--- src/rtl/bf_settle_timer.sv ---
// Per-vector stability timer: restarts on every vector change and issues one
// sample_now strobe once the vector has stayed put for SETTLE cycles.
module bf_settle_timer #(
    parameter int SETTLE = 4
) (
    input  logic       clk,
    input  logic       rst,
    input  logic       init,
    input  logic       en,
    input  logic [2:0] vec_in,
    output logic       sample_now
);

    logic [3:0] settle_cnt;
    logic [2:0] last_vec;
    logic       sampled;
    logic       changed;

    assign changed    = (vec_in != last_vec);
    assign sample_now = en && !changed && (settle_cnt == 4'd0) && !sampled;

    always_ff @(posedge clk) begin
        if (rst) begin
            settle_cnt <= 4'd0;
            last_vec   <= 3'd0;
            sampled    <= 1'b0;
        end else if (init) begin
            settle_cnt <= 4'(SETTLE);
            last_vec   <= vec_in;
            sampled    <= 1'b0;
        end else if (en) begin
            if (changed) begin
                settle_cnt <= 4'(SETTLE);
                last_vec   <= vec_in;
                sampled    <= 1'b0;
            end else if (settle_cnt != 4'd0) begin
                settle_cnt <= settle_cnt - 4'd1;
            end else if (!sampled) begin
                sampled <= 1'b1;
            end
        end
    end

endmodule

--- config.mk ---
export PLATFORM = sky130hd
export DESIGN_NAME = bf_settle_timer
export DESIGN_NICKNAME = d
export VERILOG_FILES = /design/src/rtl/bf_settle_timer.sv
export SDC_FILE = /design/constraint.sdc
export NUM_CORES = 1
export LEC_CHECK = 0
export CAP_MARGIN = 40
export CORE_AREA = 10 10 47 49
export DETAILED_ROUTE_END_ITERATION = 7
export DIE_AREA = 0 0 57 59
export GPL_TIMING_DRIVEN = 0
export PLACE_DENSITY = 0.58
export SLEW_MARGIN = 20
export SYNTH_ARGS = -nofsm -noshare
export SYNTH_HDL_FRONTEND = slang
export SYNTH_SLANG_ARGS = --single-unit
--- constraint.sdc ---
create_clock -name clk -period 4.1 [get_ports clk]
set_input_delay 1.025 -clock clk [delete_from_list [all_inputs] [get_ports clk]]
set_output_delay 1.025 -clock clk [all_outputs]
set_load 0.005 [all_outputs]
==> impl_metrics.py <==
metrics = {
    "clock_network": {
        "worst_skew_pair.late_latency_ns": 0.26,
        "ctsResizeCount": 0,
        "cts_tree": "done",
        "numCtsBuffers": 3,
        "htreeDepth": 1,
        "cts_setup_buffers": 0,
        "cts-root-buf": "clkbuf_4",
        "cts.reportedPaths.clkPinSlew_ns": 0.06,
        "clkSinkCount": 8,
        "postCtsHoldBufs": 0,
        "clockBufferDepth": 2,
    },
    "cells_and_area": {
        "nNetsFinal": 70,
        "fin_cells": 76,
        "drive_gt1_frac": 0.0667,
        "fin_area_um2": 523,
        "nFillCells": 157,
        "antenna_cells": 0,
        "multiInputGateArea_um2": 239,
        "area_growth_pct": 27.4,
        "ff_latch_area_um2": 160,
    },
    "power_and_ir_drop": {
        "power_density_mw_per_mm2": 329,
        "p_total_uw": 172,
        "irDropWorstVdd_mv": 0.184,
        "p_leak_nw": 0.200,
    },
    "status": {
        "outcome": "completed",
    },
    "floorplanning": {
        "start_util": 0.293,
        "coreArea_mm2": 0.00140,
        "rows": 14,
        "num_io_pins": 8,
        "die_h_um": 59,
        "dieArea_mm2": 0.00336,
        "die_w_um": 57,
    },
    "sta": {
        "fin_tns_setup_ns": 0,
        "finalHoldViolCount": 0,
        "final.min_clock_period_ns": 3.70,
        "slew_viol_final": 0,
        "setup_viol": 0,
        "period_share": 0.903,
        "tightest_slew_ns": 0.375,
        "skew_ns": 0.00152,
        "max_freq_mhz": 270,
        "slew_headroom": 0.750,
        "rsz0062_at_grt": "no",
        "hold_ws_ns": 0.466,
    },
    "global_routing": {
        "antenna_found_initial": 0,
        "grt_start_max_net_pins": 11,
        "grt_usage": 0.0579,
        "grt_pass1_vias": 353,
        "grt_overflow": 0,
        "grt_pass1_wl_mm": 1.46,
    },
    "synthesis": {
        "syn_area_um2": 410,
        "synth_commonest_cells": "8 x dfxtp_1, 8 x nand2_1, 4 x a21oi_1",
        "syn_area_per_cell_um2": 8.21,
        "synth_area_leaders": "dfxtp_1 39%, nand2_1 7.3%, xor2_1 6.4%",
        "synth_edf_count": 0,
        "postSynthCellCount": 50,
        "yosysTopAreaCellShare": 0.390,
        "ys_seq_elements": 8,
        "ys_seq_area_frac": 0.390,
        "synth_warnings": 0,
        "synthFlopType": "dfxtp_1",
        "syn-num-nets": 58,
        "synth.largest_area_cell": "dfxtp_1",
        "synthArstFlopShare": 0,
        "ys_types": 24,
    },
    "routing": {
        "drtIter0Drc": 1,
        "drt-total-wl_um": 890,
        "ant_nets": 0,
        "first_pass_iters": 3,
        "drc": 0,
        "wl_per_cell_um": 11.7,
        "vias": 378,
        "vias_per_cell": 4.97,
    },
    "place": {
        "place_congestion": 0.765,
        "place_inst": 73,
        "io_buffers": 7,
        "placed_cell_area_um2": 500,
        "dp_hpwl_um": 687,
    },
    "critical_path": {
        "cp-start-kind": "input pin",
        "arrival_ns": 2.68,
        "cp_max_fo": 5,
        "end_kind": "primary output",
        "crit_type": "input pin to primary output",
        "required_ns": 3.07,
    },
    "job": {
        "drv_cap": 0,
    },
    "hold_path": {
        "hold_class": "flop to flop",
    },
}
kinds of logic (layout without fill, tap and decap cells):
logic type                 Yosys count  after routing  synth area share
xor gates and xnor gates             3              3            0.0640
AOI/OAI and AO/OA                   14             14             0.210
DFF                                  8              8             0.390
adders and majority gates            1              1            0.0305
buffers and inverters                3             13            0.0274
and+or+nand+nor                     21             21             0.277
layout make-up:
class	instances	share of cell area
multi-input combinational	39	0.457
sequential	8	0.306
timing repair buffer	7	0.134
clock buffer	3	0.0431
tap	16	0.0383
inverter	2	0.0144
buffer	1	0.00718
state kept, by name, indices dropped and copies added, names as in the netlist:
name	cells
settle_cnt	4
sampled	1
last_vec	3
cells in the final DEF (no fill, tap or decap), types with 2 or more instances in the layout:
cell type,synthesis,layout
clkbuf_4,0,3
clkdlybuf4s50_1,0,7
nor2_1,3,3
inv_1,2,2
a21oi_1,4,4
o22ai_1,2,2
nand2_1,8,8
xor2_1,3,3
dfxtp_1,8,8
nor3b_1,2,2
o21ai_0,3,3
stage by stage:
step	utilization	worst slack [ns]
after floorplan	-	1.43
after global placement	0.357	0.384
after detailed placement	0.357	0.388
after CTS	0.373	0.382
after global routing	0.373	0.316
final	0.373	0.398
worst max-delay path: stages:
cell	delay [ns]
clkdlybuf4s50_1	0.43
xor2_1	0.17
nor3_2	0.32
and4b_1	0.23
clkdlybuf4s50_1	0.50
layer usage:
metal	global-route usage	part of all wire
met2	0.0744	0.43
met4	0.0604	0.011
met3	0.0279	0.042
met1	0.0653	0.52
met5	0	0
worst paths after layout:
kind                       from            end  slack, ns  cells after the start
setup / recovery      vec_in[1]     sample_now       0.40                      5
hold / removal      last_vec[0]    last_vec[0]       0.47                      2
setup reg to reg  settle_cnt[0]  settle_cnt[0]       2.76                      5
hold reg to reg     last_vec[0]    last_vec[0]       0.47                      2
power by group:
group	total [mW]	switching [mW]	internal, mW
Sequential	0.0830	0.00214	0.0809
Clock	0.0625	0.0289	0.0336
Combinational	0.0268	0.0137	0.0131
Total	0.172	0.0447	0.128
(Power assumes the default switching activity.)
